**src/rtl/matmul_seq_if.sv**
```systemverilog
// Operand/result handshake bundle for matmul_seq.
// Carries both flattened operand matrices in, and the flattened result plus status out.
// Master drives operands and out_ready; slave (the multiplier) drives everything else.
interface matmul_seq_if #(
    parameter int N     = 2,
    parameter int DW    = 8,
    parameter int OUT_W = 17
);
    logic                   in_valid;
    logic                   in_ready;
    logic [N*N*DW-1:0]      A;
    logic [N*N*DW-1:0]      B;
    logic                   out_valid;
    logic                   out_ready;
    logic [N*N*OUT_W-1:0]   Res;
    logic                   ovf;
    logic                   busy;

    modport master (
        output in_valid, A, B, out_ready,
        input  in_ready, out_valid, Res, ovf, busy
    );

    modport slave (
        input  in_valid, A, B, out_ready,
        output in_ready, out_valid, Res, ovf, busy
    );
endinterface

```
**src/rtl/matmul_seq.sv**
```systemverilog
// Sequential NxN unsigned matrix multiply, one MAC per clock; MATMUL_SAT_EN clamps narrow results.
// Latency N^3+1 cycles from operand accept to out_valid; one job per N^3+2 cycles.
// in_ready only in IDLE; result held in DONE until out_ready, no overlap with the next job.
module matmul_seq #(
    parameter int N     = 2,
    parameter int DW    = 8,
    parameter int OUT_W = 17
) (
    input  logic        clk,
    input  logic        reset,
    matmul_seq_if.slave io
);
    localparam int ACC_W = 2*DW + $clog2(N);
    localparam int CW    = $clog2(N);

    typedef enum logic [1:0] {IDLE, COMPUTE, DONE} state_t;

    state_t             state_q, state_d;
    logic [CW-1:0]      i_q, j_q, k_q;
    logic [ACC_W-1:0]   acc_q;
    logic [ACC_W-1:0]   sum;
    logic [2*DW-1:0]    prod;
    logic [DW-1:0]      a_m [N][N];
    logic [DW-1:0]      b_m [N][N];
    logic [OUT_W-1:0]   res_m [N][N];
    logic [OUT_W-1:0]   res_val;
    logic               ovf_q;
    logic               elem_ovf;
    logic               last_k, last_j, last_i, last_mac;
    logic               accept;

    assign last_k   = (k_q == CW'(N-1));
    assign last_j   = (j_q == CW'(N-1));
    assign last_i   = (i_q == CW'(N-1));
    assign last_mac = last_k && last_j && last_i;
    assign accept   = io.in_valid && (state_q == IDLE);

    // Accumulator is sized so N full-scale products can never wrap.
    assign prod = {{DW{1'b0}}, a_m[i_q][k_q]} * {{DW{1'b0}}, b_m[k_q][j_q]};
    assign sum  = acc_q + {{(ACC_W-2*DW){1'b0}}, prod};

    generate
        if (OUT_W >= ACC_W) begin : g_wide
            assign res_val  = OUT_W'(sum);
            assign elem_ovf = 1'b0;
        end else begin : g_narrow
            logic hi_nz;
            assign hi_nz = |sum[ACC_W-1:OUT_W];
`ifdef MATMUL_SAT_EN
            assign res_val = hi_nz ? {OUT_W{1'b1}} : sum[OUT_W-1:0];
`else
            assign res_val = sum[OUT_W-1:0];
`endif
            assign elem_ovf = hi_nz;
        end
    endgenerate

    always_ff @(posedge clk) begin
        if (reset) state_q <= IDLE;
        else       state_q <= state_d;
    end

    always_comb begin
        state_d = state_q;
        case (state_q)
            IDLE:    if (io.in_valid)  state_d = COMPUTE;
            COMPUTE: if (last_mac)     state_d = DONE;
            DONE:    if (io.out_ready) state_d = IDLE;
            default:                   state_d = IDLE;
        endcase
    end

    always_ff @(posedge clk) begin
        if (reset) begin
            i_q   <= '0;
            j_q   <= '0;
            k_q   <= '0;
            acc_q <= '0;
            ovf_q <= 1'b0;
            for (int r = 0; r < N; r++) begin
                for (int c = 0; c < N; c++) begin
                    a_m[r][c]   <= '0;
                    b_m[r][c]   <= '0;
                    res_m[r][c] <= '0;
                end
            end
        end else if (accept) begin
            i_q   <= '0;
            j_q   <= '0;
            k_q   <= '0;
            acc_q <= '0;
            ovf_q <= 1'b0;
            for (int r = 0; r < N; r++) begin
                for (int c = 0; c < N; c++) begin
                    a_m[r][c] <= io.A[(N*N-1-(r*N+c))*DW +: DW];
                    b_m[r][c] <= io.B[(N*N-1-(r*N+c))*DW +: DW];
                end
            end
        end else if (state_q == COMPUTE) begin
            if (last_k) begin
                res_m[i_q][j_q] <= res_val;
                ovf_q           <= ovf_q | elem_ovf;
                acc_q           <= '0;
                k_q             <= '0;
                if (last_j) begin
                    j_q <= '0;
                    i_q <= last_i ? '0 : i_q + 1'b1;
                end else begin
                    j_q <= j_q + 1'b1;
                end
            end else begin
                acc_q <= sum;
                k_q   <= k_q + 1'b1;
            end
        end
    end

    always_comb begin
        io.Res = '0;
        for (int r = 0; r < N; r++) begin
            for (int c = 0; c < N; c++) begin
                io.Res[(N*N-1-(r*N+c))*OUT_W +: OUT_W] = res_m[r][c];
            end
        end
    end

    assign io.in_ready  = (state_q == IDLE);
    assign io.out_valid = (state_q == DONE);
    assign io.busy      = (state_q != IDLE);
    assign io.ovf       = ovf_q;
endmodule
```
**src/flat_wrapper.sv**
```systemverilog
// flat-port wrapper written by rule: the top's interface ports become plain ports
module matmul_seq_flat 
#(
    parameter int N     = 2,
    parameter int DW    = 8,
    parameter int OUT_W = 17
)
  (clk, reset, io_in_valid, io_A, io_B, io_out_ready, io_in_ready, io_out_valid, io_Res, io_ovf, io_busy);
  matmul_seq_if #(.N(N), .DW(DW), .OUT_W(OUT_W)) io_i ();
  input  logic clk;
  input  logic reset;
  input wire logic [$bits(io_i.in_valid)-1:0] io_in_valid;
  input wire logic [$bits(io_i.A)-1:0] io_A;
  input wire logic [$bits(io_i.B)-1:0] io_B;
  input wire logic [$bits(io_i.out_ready)-1:0] io_out_ready;
  output wire logic [$bits(io_i.in_ready)-1:0] io_in_ready;
  output wire logic [$bits(io_i.out_valid)-1:0] io_out_valid;
  output wire logic [$bits(io_i.Res)-1:0] io_Res;
  output wire logic [$bits(io_i.ovf)-1:0] io_ovf;
  output wire logic [$bits(io_i.busy)-1:0] io_busy;
  assign io_i.in_valid = io_in_valid;
  assign io_i.A = io_A;
  assign io_i.B = io_B;
  assign io_i.out_ready = io_out_ready;
  assign io_in_ready = io_i.in_ready;
  assign io_out_valid = io_i.out_valid;
  assign io_Res = io_i.Res;
  assign io_ovf = io_i.ovf;
  assign io_busy = io_i.busy;
  matmul_seq #(.N(N), .DW(DW), .OUT_W(OUT_W)) u_core (.clk(clk), .reset(reset), .io(io_i));
endmodule
```
**config.mk**
```make
export PLATFORM = sky130hd
export DESIGN_NAME = matmul_seq_flat
export DESIGN_NICKNAME = d
export VERILOG_FILES = /design/src/rtl/matmul_seq_if.sv /design/src/rtl/matmul_seq.sv /design/src/flat_wrapper.sv
export SDC_FILE = /design/constraint.sdc
export NUM_CORES = 1
export LEC_CHECK = 0
export BUFFER_PORTS_ARGS = -buffer_cell sky130_fd_sc_hd__buf_2
export CORE_MARGIN = 1
export CORE_UTILIZATION = 30
export CTS_BUF_LIST = sky130_fd_sc_hd__clkbuf_8
export DETAILED_ROUTE_END_ITERATION = 10
export HOLD_SLACK_MARGIN = 0.15
export MAX_ROUTING_LAYER = met4
export PLACE_DENSITY = 0.46
export SETUP_SLACK_MARGIN = 0.5
export SLEW_MARGIN = 20
export SYNTH_ARGS = -nofsm -noshare
export SYNTH_HDL_FRONTEND = slang
export SYNTH_SLANG_ARGS = --single-unit
```
**constraint.sdc**
```tcl
create_clock -name clk -period 5.41 [get_ports clk]
set_input_delay 0.2705 -clock clk [delete_from_list [all_inputs] [get_ports clk]]
set_output_delay 0.2705 -clock clk [all_outputs]
set_load 0.005 [all_outputs]
```
======== Word-level counts from Yosys, hierarchy flattened ========
Memories as Yosys holds them, arrays and structs flattened. A register that Yosys moved wholly into a read port is not among the register bits.
Index checks and enable logic that the tools add are counted.
word-level totals
  register bits ........................... 22
  latch bits .............................. 0
  RAM bits ................................ 132
  ROM bits ................................ 0
  output and inout bits ................... 72
  memories kept ........................... 3
operators by class
  $add $sub $neg .......................... 4
  multipliers ............................. 1
  div/mod/pow operators ................... 0
  $lt $le $gt $ge ......................... 3
  eq/ne operators ......................... 5
  shift operators ......................... 0
  muxes and demuxes ....................... 41
  bitwise operators ....................... 10
  reduce and logical (&&, ||, !) cells .... 11
memories
  memory        depth  bits a word  rd ports  clocked after memory_dff  wr ports  line              text
  u_core.res_m  2      34           2         0                         2         matmul_seq.sv:25  logic [OUT_W-1:0] res_m [N][N];
  u_core.a_m    2      16           1         1                         2         matmul_seq.sv:23  logic [DW-1:0] a_m [N][N];
  u_core.b_m    2      16           1         1                         2         matmul_seq.sv:24  logic [DW-1:0] b_m [N][N];
operator list
  kind                                                         number
  2-to-1 mux 8 bit                                             14
  2-to-1 mux 34 bit                                            3
  2-to-1 mux 17 bit                                            2
  OR reduction 34 bit                                          1
  adder 17 x 16 -> 17 bit                                      1
  demux 17 bit (select 1 bit)                                  1
  2-to-1 mux 1 bit                                             17
  multiplier 8 x 8 -> 16 bit                                   1
  bitwise OR 1 bit                                             8
  2-to-1 mux 2 bit                                             3
  case mux 2 bit (3 select lines)                              1
  AND reduction 3 bit                                          2
  greater-or-equal comparator 2 bit (second input constant)    2
  logical AND 1 bit                                            4
  != test 2 bit (second input constant)                        2
  inverter 1 -> 2 bit                                          2
  adder 1 bit (second input constant)                          3
  equality test 2 x 1 -> 1 bit (second input constant)         1
  equality test 2 bit (second input constant)                  1
  logical NOT 2 bit                                            1
  less-than comparator 2 x 1 -> 1 bit (second input constant)  1
  != test 2 x 1 -> 1 bit (second input constant)               1
  AND reduction 2 bit                                          1
  nonzero test 2 bit                                           1
  OR reduction 2 bit                                           1

======== Longest topological paths before layout ========
  depth in word-level cells ............... 8
  depth in mapped cells ................... 19
  depth with buffers taken out ............ 17

======== Worst setup path after synthesis ========
Ideal clock, no wire load.
  path kind ............................... reg-to-reg
  start point ............................. register with a tool-made name
  end point ............................... memory u_core.res_m[0][32] (netlist bit) (data pin)
  setup time .............................. 0.266 ns
  arrival time ............................ 4.805 ns
  required time ........................... 5.144 ns
  path slack .............................. 0.338 ns
  stages on the path, launching flop included .. 18
  period minus slack after synthesis ...... 5.072 ns
  cell sequence ........................... dfxtp_1 > buf_2 > mux4_2 > and2_1 > fa_1 > fa_1 > fa_1 > inv_1 > fa_1 > inv_1 > ha_1 > buf_2 > a211oi_1 > o21bai_1 > a21oi_1 > o21ai_1 > xnor2_1 > nor2_1
RTL lines
  item           line
  end, declared  matmul_seq.sv:25

==> PnR_summary.wiki <==
{| class="wikitable"
! Metric !! Value
|-
| Mean area per synthesized cell || 11.80 µm²
|-
| Remaining DRCs || 0
|-
| Ys Warns || 0
|-
| Number of distinct library cell variants in the gate-level netlist after synthesis || 51
|-
| Final period utilization || 0.9029
|-
| Drt pass-1 iters || 4
|-
| Footprint of the multi-input gates || 4165 µm²
|-
| TritonCTS sink count || 156
|-
| Final Hold Violating Endpoints || 0
|-
| Share of flip-flops with an asynchronous set or reset || 0
|-
| I/O pin cnt || 140
|-
| Detail Placement HPWL || 14190 µm
|-
| DRT antenna net count || 0
|-
| Slew at the pin with the worst max-slew slack || 0.9607 ns
|-
| Data arrival at the endpoint of the critical path || 5.04 ns
|-
| Area growth from synthesis to final layout || 34.14%
|-
| Max capacitance violation total || 0
|-
| Most common library cells after synthesis || 132 x edfxtp_1, 109 x inv_1, 99 x and2_1, 82 x nor2_1, 50 x fa_1
|-
| Ratio of cells with drive above 1 in the final layout || 0.3233
|-
| Crit Path Class || reg2reg
|-
| Global-route wire length before repair || 32110 µm
|-
| Total standard cell area after synthesis || 8723 µm²
|-
| CTS root buf || clkbuf_8
|-
| Top cell type by total area after synthesis || edfxtp_1
|-
| Placed cell count || 1251
|-
| Remaining Overflow, GRT || 0
|-
| Total Die Area || 29760 µm²
|-
| Number of synthesized register bits || 156
|-
| Max Freq || 204.7 MHz
|-
| RSZ-0062 raised after global routing || true
|-
| Initial antenna violation count || 0
|-
| Buffer levels on the longest clock path || 2
|-
| FP Rows || 62
|-
| Required time reported for the critical path endpoint || 5.57 ns
|-
| CTS tree || yes
|-
| Most common cell in the netlist || edfxtp_1
|-
| Gate count of the mapped netlist || 739
|-
| Average routed wire per standard cell || 14.35 µm
|-
| Clock transition at the registers of the reported paths || 0.09 ns
|-
| Post-Route WL || 19800 µm
|-
| Category of the worst setup path capture point || register
|-
| Drt initial violations || 261
|-
| Global-route total usage across every layer || 0.1421
|-
| Primary FF master, synth || edfxtp_1
|-
| Area fraction of the dominant cell type after synthesis || 0.4544
|-
| Area used by sequential logic in the layout || 4449 µm²
|-
| Global placer's final weighted congestion || 0.8112
|-
| Leakage power summed over all cells || 0.004968 µW
|-
| Clock latency reported for the late side of the worst-skew pair || 0.43 ns
|-
| Synth Net Count || 896
|-
| Total number of H-tree levels || 4
|-
| Vias after detailed routing || 5808
|-
| Chip Height || 172.5 µm
|-
| Maximum fanout count along the critical path || 7
|-
| Initial core utilization || 0.3047
|-
| Core footprint || 28630 µm²
|-
| Number of slew-limit violations in the final report || 0
|-
| Leading post-synthesis cells by cell area || edfxtp_1 45%, fa_1 11%, and2_1 7.1%
|-
| Layout fillers || 2738
|-
| Type of the most critical hold path || in2reg
|-
| Post-layout instance count excluding filler cells || 1380
|-
| Pin count of the biggest net entering global routing || 65
|-
| Aggregate negative setup slack || 0 ns
|-
| Tightest slew margin relative to the limit || 0.3596
|-
| Number of port buffers || 138
|-
| Sequential fraction of the synthesis area || 0.5095
|-
| Die Width || 172.5 µm
|-
| Vias in the first global route || 5910
|-
| Clock period minus final worst setup slack || 4.885 ns
|-
| Number of nets in the layout || 1140
|-
| TritonCTS Buffers || 17
|-
| Antenna diodes || 0
|-
| Run status || finished clean
|-
| Areal power density over the cells || 301.5 nW/µm²
|-
| Number of synthesized flops with an enable pin || 132
|-
| Final setup skew || 0.01485 ns
|-
| Worst Setup Start Kind || register
|-
| Final setup violation count || 0
|-
| Peak supply drop || 0.0001444 V
|-
| Vias per inst || 4.209
|}
## what timing repair did
item                       in CTS  in global routing
hold buffers                   66                  0
resized for setup              68                 27
hold endpoints to repair       66                  0
pin swaps                      40                 21
buffers inserted               27                  3
setup endpoints to repair      38                 48
## per-stage QoR
step / hold slack, ns / total power, µW / utilization / worst slack, ns / area [µm²]
3_3_place_gp: 0.4604 / 2308 / 0.3480 / 0.1496 / 9961
6_report: 0.2266 / 3527 / 0.4088 / 0.5252 / 11700
3_5_place_dp: 0.4601 / 2312 / 0.3480 / 0.1080 / 9961
5_1_grt: 0.1909 / 3742 / 0.4088 / 0.3406 / 11700
2_1_floorplan: 0.4250 / 2015 / - / 0.5018 / 8752
4_1_cts: 0.1871 / 3498 / 0.4036 / 0.5018 / 11550
## layout by cell type, fill, tap and decap left out, drive strengths merged, types with 2 or more instances in the layout
cell type / Yosys / routed
nor2: 93 / 93
or3: 3 / 3
o21ai: 12 / 12
nor2b: 2 / 2
o21bai: 3 / 3
nand3: 5 / 5
xor2: 3 / 3
dfxtp: 24 / 24
buf: 12 / 187
xnor2: 12 / 12
o211ai: 4 / 4
o311ai: 2 / 2
a21oi: 23 / 23
fa: 50 / 50
ha: 39 / 39
clkbuf: 16 / 17
bufinv: 0 / 3
nor3: 12 / 12
a211o: 2 / 2
inv: 109 / 114
nand2: 45 / 45
clkinv: 0 / 5
clkinvlp: 0 / 2
edfxtp: 132 / 132
dlygate4sd3: 0 / 66
mux4: 16 / 16
and2: 99 / 99
nand2b: 5 / 5
## kinds of logic (layout without fill, tap and decap cells)
kind of cell	count (synthesis)	in the layout	synth area share
flops	156	156	0.5095
compound gates	56	56	0.04289
other cells	1	1	0.0004299
simple gates	268	268	0.1568
xor+xnor	15	15	0.01592
fa+ha+maj	89	89	0.1707
buf+inv	137	394	0.06139
mux	17	17	0.04246
## area by class of cell
class / count / share of cell area
clock buffer: 17 / 0.02000
multi-input combinational: 446 / 0.3560
clock inverter: 15 / 0.01476
inverter: 109 / 0.03497
sequential: 156 / 0.3802
timing repair buffer: 253 / 0.1530
tap: 384 / 0.04106
## per-layer routing
| metal | part of all wire | GRT usage | wire length [µm] |
|---|---|---|---|
| met1 | 0.52 | 0.1988 | 10200 |
| met2 | 0.43 | 0.2105 | 8583 |
| met3 | 0.042 | 0.02586 | 840 |
| met4 | 0.0087 | 0.03832 | 172 |
| met5 | 0 | - | 0 |
## worst paths after layout
kind                                       start                   to  slack [ns]  cells past startpoint
worst max register to register          register  u_core.res_m[0][33]        0.53                     16
worst min-delay path                 io_in_valid    u_core.state_q[0]        0.23                      3
worst min register to register  u_core.acc_q[16]     u_core.acc_q[16]        0.47                      2
worst max-delay path                    register  u_core.res_m[0][33]        0.53                     16
## power breakdown
part / internal, µW / switching, µW
Combinational: 538 / 664
Clock: 457 / 465
Sequential: 1370 / 29.0
Total: 2370 / 1160
## worst max-delay path, cell delays in order, from the launching register on
cell and delay, ns:
dfxtp_2 0.36, buf_12 0.12, mux4_2 0.61, and2_1 0.23, fa_2 0.38, fa_1 0.53
inv_1 0.05, fa_1 0.46, fa_1 0.55, inv_1 0.06, ha_4 0.32, nand3_4 0.08
o211ai_4 0.24, nand3_4 0.13, o211ai_4 0.22, xnor2_4 0.18, nor2_1 0.07
## flip-flops by register name, summed over array words and instances (netlist names), named ones only
name and cells:
u_core.i_q 1, u_core.res_m 68, u_core.b_m 32, u_core.state_q 2
u_core.j_q 1, u_core.acc_q 17, u_core.a_m 32, u_core.k_q 1
Note: power is estimated with default switching activity, not from simulation.
